**src/rtl/bsg_wait_cycles_gate.sv**
```systemverilog
// bsg_wait_cycles_gate: one-entry valid/ready stage that, after each handoff, holds off
// new input until the downstream settle timer reports ready or the watchdog expires.
module bsg_wait_cycles_gate #(
    parameter int width_p   = 32,
    parameter int timeout_p = 64
) (
    input  logic               clk_i,
    input  logic               reset_i,
    input  logic               v_i,
    input  logic [width_p-1:0] data_i,
    output logic               ready_o,
    output logic               v_o,
    output logic [width_p-1:0] data_o,
    input  logic               yumi_i,
    output logic               activate_o,
    input  logic               wait_ready_i,
    output logic               timeout_o
);
    localparam int cnt_w_lp = (timeout_p + 1 > 1) ? $clog2(timeout_p + 1) : 1;
    localparam logic [cnt_w_lp-1:0] cnt_last_lp = cnt_w_lp'((timeout_p > 0) ? timeout_p - 1 : 0);
    localparam logic wdog_en_lp = (timeout_p != 0);
    typedef enum logic [1:0] {IDLE, FULL, WAIT} state_e;
    state_e              state_q, state_d;
    logic [cnt_w_lp-1:0] cnt_q, cnt_d;
    logic                timeout_q, timeout_d;
    logic [width_p-1:0]  data_q, data_d;
    logic                wdog_fire;
    // A timer release on the final watchdog cycle wins, so timeout_o is left untouched.
    assign wdog_fire = wdog_en_lp && (cnt_q == cnt_last_lp) && !wait_ready_i;
    always_comb begin
        state_d   = state_q;
        cnt_d     = cnt_q;
        timeout_d = timeout_q;
        data_d    = data_q;
        unique case (state_q)
            IDLE: if (v_i) begin
                state_d = FULL;
                data_d  = data_i;
            end
            FULL: if (yumi_i) begin
                state_d = WAIT;
                cnt_d   = '0;
            end
            WAIT: if (wait_ready_i || wdog_fire) begin
                state_d   = IDLE;
                timeout_d = timeout_q | wdog_fire;
            end else if (wdog_en_lp) begin
                cnt_d = cnt_q + 1'b1;
            end
            default: state_d = IDLE;
        endcase
    end
    always_ff @(posedge clk_i) begin
        if (reset_i) begin
            state_q   <= IDLE;
            cnt_q     <= '0;
            timeout_q <= 1'b0;
        end else begin
            state_q   <= state_d;
            cnt_q     <= cnt_d;
            timeout_q <= timeout_d;
            data_q    <= data_d;
        end
    end
    assign ready_o    = (state_q == IDLE);
    assign v_o        = (state_q == FULL);
    assign activate_o = v_o & yumi_i & ~reset_i;
    assign data_o     = data_q;
    assign timeout_o  = timeout_q;
    assert property (@(posedge clk_i) disable iff (reset_i) !(yumi_i && !v_o));
    assert property (@(posedge clk_i) disable iff (reset_i) activate_o |=> !activate_o);
endmodule

```
**config.mk**
```make
export PLATFORM = sky130hd
export DESIGN_NAME = bsg_wait_cycles_gate
export DESIGN_NICKNAME = d
export VERILOG_FILES = /design/src/rtl/bsg_wait_cycles_gate.sv
export SDC_FILE = /design/constraint.sdc
export NUM_CORES = 1
export LEC_CHECK = 0
export BUFFER_PORTS_ARGS = -buffer_cell sky130_fd_sc_hd__buf_2
export CAP_MARGIN = 20
export CORE_UTILIZATION = 48
export DETAILED_ROUTE_END_ITERATION = 8
export HOLD_SLACK_MARGIN = 0.06
export PLACE_DENSITY = 0.83
export SYNTH_ARGS = -nofsm -noshare
export SYNTH_HDL_FRONTEND = slang
export SYNTH_SLANG_ARGS = --single-unit
export TNS_END_PERCENT = 5
```
**constraint.sdc**
```tcl
create_clock -name clk_i -period 7 [get_ports clk_i]
set_input_delay 1.4 -clock clk_i [delete_from_list [all_inputs] [get_ports clk_i]]
set_output_delay 1.4 -clock clk_i [all_outputs]
set_load 0.05 [all_outputs]
```
**Word level (Yosys, flattened, before mapping)**

Cells that the tools add are included.

- Bits in registers: 42
- Bits of input ports: 37
- Word-level logic and storage cells: 32
- Output and inout port bits: 36

- Multiplexer cells: 7
- Add/sub/neg operators: 1
- Bitwise operators: 4
- Reduce and logical (&&, ||, !) cells: 9
- Equality and inequality tests: 7

Operators by type and width:

| kind | number |
|---|---|
| 7-bit 2-to-1 mux | 2 |
| 7-bit one-hot mux with 2 select lines | 1 |
| 3-bit AND reduction | 3 |
| 7-bit by 1-bit adder with 7-bit output (second input constant) | 1 |
| 7-bit by 6-bit == test with 1-bit output (second input constant) | 1 |
| 2-bit 2-to-1 mux | 3 |
| 2-bit != test (second input constant) | 3 |
| 2-bit one-hot mux with 3 select lines | 1 |
| 1-bit bitwise AND | 2 |
| 2-bit by 1-bit == test with 1-bit output (second input constant) | 1 |
| 2-bit == test (second input constant) | 1 |
| 2-bit zero test | 1 |
| 2-bit by 1-bit != test with 1-bit output (second input constant) | 1 |
| 2-bit AND reduction | 1 |
| 2-bit nonzero test | 1 |
| 1-bit logical AND | 1 |
| 1-bit zero test | 1 |
| 1-bit logical OR | 1 |
| 1-bit NOT | 1 |
| 1-bit bitwise OR | 1 |

**Depth between registers and ports, before layout**

- Depth after elaboration: 5
- Gate-level depth with buffers: 5
- Gate-level depth less buffers: 5

**Worst setup path before layout**

Ideal clock, no wire load.

- Kind: input to register
- Start point: in reset_i
- End point: reg data_q[0], in the netlist data_o[0] (enable)
- Data arrival time: 3,855 ps
- Slack: 2,684 ps
- Cell stages on the path: 2
- Buffers on the path: 1
- Cells stage by stage: clkbuf_1 > nor3_1

- Word-level cells in the longest chain between the ends: 2

Ends and longest elaborated chain:

| item | line | RTL |
|---|---|---|
| start, declared | 8 | `input logic reset_i,` |
| 1-bit NOT (no line) | n/a |  |
| 3-bit AND reduction (no line) | n/a |  |
| end signal, assigned | 62 | `data_q <= data_d;` |
| end, declared | 26 | `logic [width_p-1:0] data_q, data_d;` |

No other way between the ends.
A chain may end at the register's enable or synchronous reset.

**Final worst setup path**

- Start point: in yumi_i
- End point: out activate_o

- Word-level cells in the longest chain between the ends: 2

Ends and longest elaborated chain:

| item | line | RTL |
|---|---|---|
| start, declared | 14 | `input logic yumi_i,` |
| 1-bit bitwise AND (2 in a row) | 67 | `assign activate_o = v_o & yumi_i & ~reset_i;` |
| end, declared | 15 | `output logic activate_o,` |

No other way between the ends.

==> out/qor.txt <==
=====================================================================================
Status                                                                   finished with violations
Failing checks                                                           design-rule violations
Async set-or-reset flop fraction in the synthesized netlist                        0%
Reg area                                                                     1160 µm²
Post-synthesis share of cell area spent on xor and xnor gates                      0%
Die area                                                                     3280 µm²
Die Y                                                                         57.3 µm
R2R Setup Slk                                                                 5.26 ns
Dominant combinational cell family by area after synthesis               simple AND/OR/NAND/NOR gates
Data arrival time at the worst-slack endpoint                                 2.09 ns
Most used cells in the layout excluding fill and tap cells               buf_2 (72), edfxtp_1 (32), dfxtp_1 (10)
Global router's overall resource usage                                          17.6%
Post-detailed-placement cell area                                            1870 µm²
Nature of the critical path endpoint                                      output port
Fmax achieved                                                                 287 MHz
Via count of the first global-routing pass                                        951
Slew @ Worst Pin                                                             0.378 ns
Fin crit share                                                                  49.8%
Hold Crit Start                                                             timeout_o
Worst path cell trace                                                    buf_2, nand3b_1, nor2_1, buf_2
Synth Net Count                                                                   126
GP Congestion                                                                   0.828
Final ANT Viol Nets                                                                 0
Critical-path top delay cell                                                    buf_2
Main synth FF type                                                           edfxtp_1
Flip-flop and latch count after synthesis                                          42
Setup repair after global routing missed its margin                             false
Number of sinks handled by clock tree synthesis                                    42
VDD IR max                                                                   0.127 mV
Max Transition Viols Final                                                          0
Die extent in x                                                               57.3 µm
Fraction of layout instances using a drive strength above 1                     50.0%
Final Critical Period                                                         3.49 ns
Internal cell power                                                        0.000370 W
Worst clock skew                                                           0.00809 ns
Most frequent standard cell in the layout excluding fill and tap cells          buf_2
Pin count of the biggest net entering global routing                               33
Antenna violations before repair                                                    0
Multi-input logic area                                                        305 µm²
Area growth from synthesis to layout                                            33.2%
Number of cells traversed by the worst register-to-register path                    5
Residual overflow from global routing                                               0
Cell Pwr Density                                                           251 nW/µm²
Most Frequent Cell on Critical Path                                             buf_2
Max Cap Violations                                                                  0
Core Rows                                                                          19
Required time at the endpoint of the critical path                            5.60 ns
Crit path kind                                                           input pin to output port
Number of nets in the layout                                                      205
Leakage power                                                                0.789 nW
Reg2Reg Launch Point                                                         cnt_q[0]
Post-CTS sizing                                                                     0
Clk Latency, worst-skew pair                                                  0.33 ns
Top-Level Pins                                                                     73
Post-synthesis instance area                                                 1470 µm²
Setup TNS                                                                        0 ns
Number of fill cells                                                              202
DR DRC count                                                                       10
Initial Util                                                                    51.8%
Part of the Yosys area used for sequential elements                             79.2%
Total setup violations reported at the end of the flow                              0
Clock-pin slew on the worst setup and hold paths                              0.11 ns
Global-route wire length before repair                                        4140 µm
Launching element type of the critical path                                 input pin
Proportion of power drawn by flip-flops and latches                             57.5%
Buffers from clock root to sink, at most                                            2
# port buffers                                                                     72
Compound-gate portion of the synthesized area                                   8.45%
Number of distinct library cells after synthesis                                   27
Half-perimeter wire length of the detailed placement result                   2070 µm
Number of enable-type register cells in the synthesized netlist                    32
Clock group share of total power                                                29.8%
Overall routed net length                                                     2700 µm
Min-delay worst type                                                     flip-flop to flip-flop
Cell at the root of the clock tree                                           clkbuf_4
Via density                                                                      5.15
Layout Cell Area excl Fill                                                   1950 µm²
End point of the most critical hold path                                    timeout_o
Clock H-tree levels                                                                 2
Net Sw Frac                                                                     24.6%
Number of hold buffers added after cts                                              0
Combinational cell fraction of total power                                      12.7%
Cell count of the worst hold path                                                   2
Number of clock buffers inserted by TritonCTS                                       5
Core region area                                                             2830 µm²
Net Switching                                                              0.000121 W
TritonCTS clock tree                                                              yes
First-pass iteration count of the detailed router                                   6
Multiplexer area fraction after synthesis                                          0%
Mean cell area of the mapped netlist                                         16.6 µm²
Reg-to-reg critical path endpoint                                            cnt_q[3]
Maximum fanout count along the critical path                                        7
Instance count of the mapped netlist                                               88
Largest stage delay on the critical path                                      0.27 ns
Ys Warns                                                                            0
Antenna cell count                                                                  0
Routed wire per std cell                                                      13.6 µm
Buffers inserted by post-CTS timing repair                                          0
Initial DRC Count                                                                  34
Via total after detailed routing                                                 1025
Final hold viol count                                                               0
Max_slew headroom                                                               74.8%
Adder and majority cell fraction of the synthesized area                       0.854%
Simple-gate portion of the synthesized area                                     11.2%
=====================================================================================
through the flow:
stage / total power (W) / cells / setup slack, ns / hold slack, ns / utilization (%)
2_1_floorplan: 0.000330 / 88 / 2.68 / 0.460 / -
3_3_place_gp: 0.000349 / 191 / 3.55 / 0.457 / 66.2
3_5_place_dp: 0.000351 / 191 / 3.51 / 0.459 / 66.2
4_1_cts: 0.000498 / 199 / 3.50 / 0.488 / 69.0
5_1_grt: 0.000510 / 199 / 3.41 / 0.519 / 69.0
6_report: 0.000491 / 199 / 3.51 / 0.482 / 69.0
layout make-up:
cell class	count	area share, %
clock buffers	6	2.12
flip-flops and latches	42	59.5
well taps	31	1.99
multi-input cells	45	15.6
clock inverters	2	1.92
repair buffers	73	18.8
synthesized netlist by cell type, types with 2 or more instances:
| master | number | area (µm²) |
|---|---|---|
| edfxtp_1 | 32 | 961 |
| dfxtp_1 | 10 | 200 |
| a21oi_1 | 6 | 30.0 |
| nand2_1 | 4 | 15.0 |
| nand2b_1 | 4 | 25.0 |
| nand3_1 | 4 | 20.0 |
| nor2_1 | 4 | 15.0 |
| a211oi_1 | 2 | 15.0 |
| nand3b_1 | 2 | 15.0 |
| nor3_1 | 2 | 10.0 |
| o21ai_0 | 2 | 10.0 |
layer usage:
| layer | wire length, µm | track usage, % | part of all wire [%] | up-vias |
|---|---|---|---|---|
| met5 | 0 | 0 | 0 | - |
| met4 | 61 | 8.36 | 2.3 | 0 |
| met3 | 295 | 6.58 | 11 | 9 |
| met2 | 1340 | 30.4 | 49 | 57 |
| met1 | 1000 | 19.1 | 37 | 462 |
| li1 | - | - | - | 497 |
cells by family (layout without fill, tap and decap cells):
kind of cell,count (synthesis),count (layout)
AO/OA/AOI/OAI,17,17
adder cells (fa/ha/maj),1,1
buffers and inverters,1,81
flip-flops,42,42
AND/OR/NAND/NOR,27,27
flip-flops by register name, summed over array words and instances, names as in the netlist:
register / count
timeout_o: 1
state_q: 2
data_o: 32
cnt_q: 7
power groups by stage:
stage / Clock (W) / Sequential [W] / Combinational [W]
2_1_floorplan: 0 / 0.000317 / 0.0000129
3_3_place_gp: 0 / 0.000288 / 0.0000616
3_5_place_dp: 0 / 0.000288 / 0.0000629
4_1_cts: 0.000153 / 0.000282 / 0.0000630
5_1_grt: 0.000162 / 0.000283 / 0.0000655
6_report: 0.000146 / 0.000282 / 0.0000623
worst max-delay path by stage:
stage	startpoint	endpoint	slack [ns]	cells past startpoint
4_1_cts	yumi_i	activate_o	3.50	4
3_3_place_gp	yumi_i	activate_o	3.55	4
6_report	yumi_i	activate_o	3.51	4
5_1_grt	yumi_i	activate_o	3.41	4
3_5_place_dp	yumi_i	activate_o	3.51	4
2_1_floorplan	reset_i	data_o[0]	2.68	2
critical path, delay by kind of cell:
| family | cells | cell delay, ns |
|---|---|---|
| buf+inv | 2 | 0.35 |
| simple gates | 2 | 0.34 |
Power figures use the tool's default switching activity.
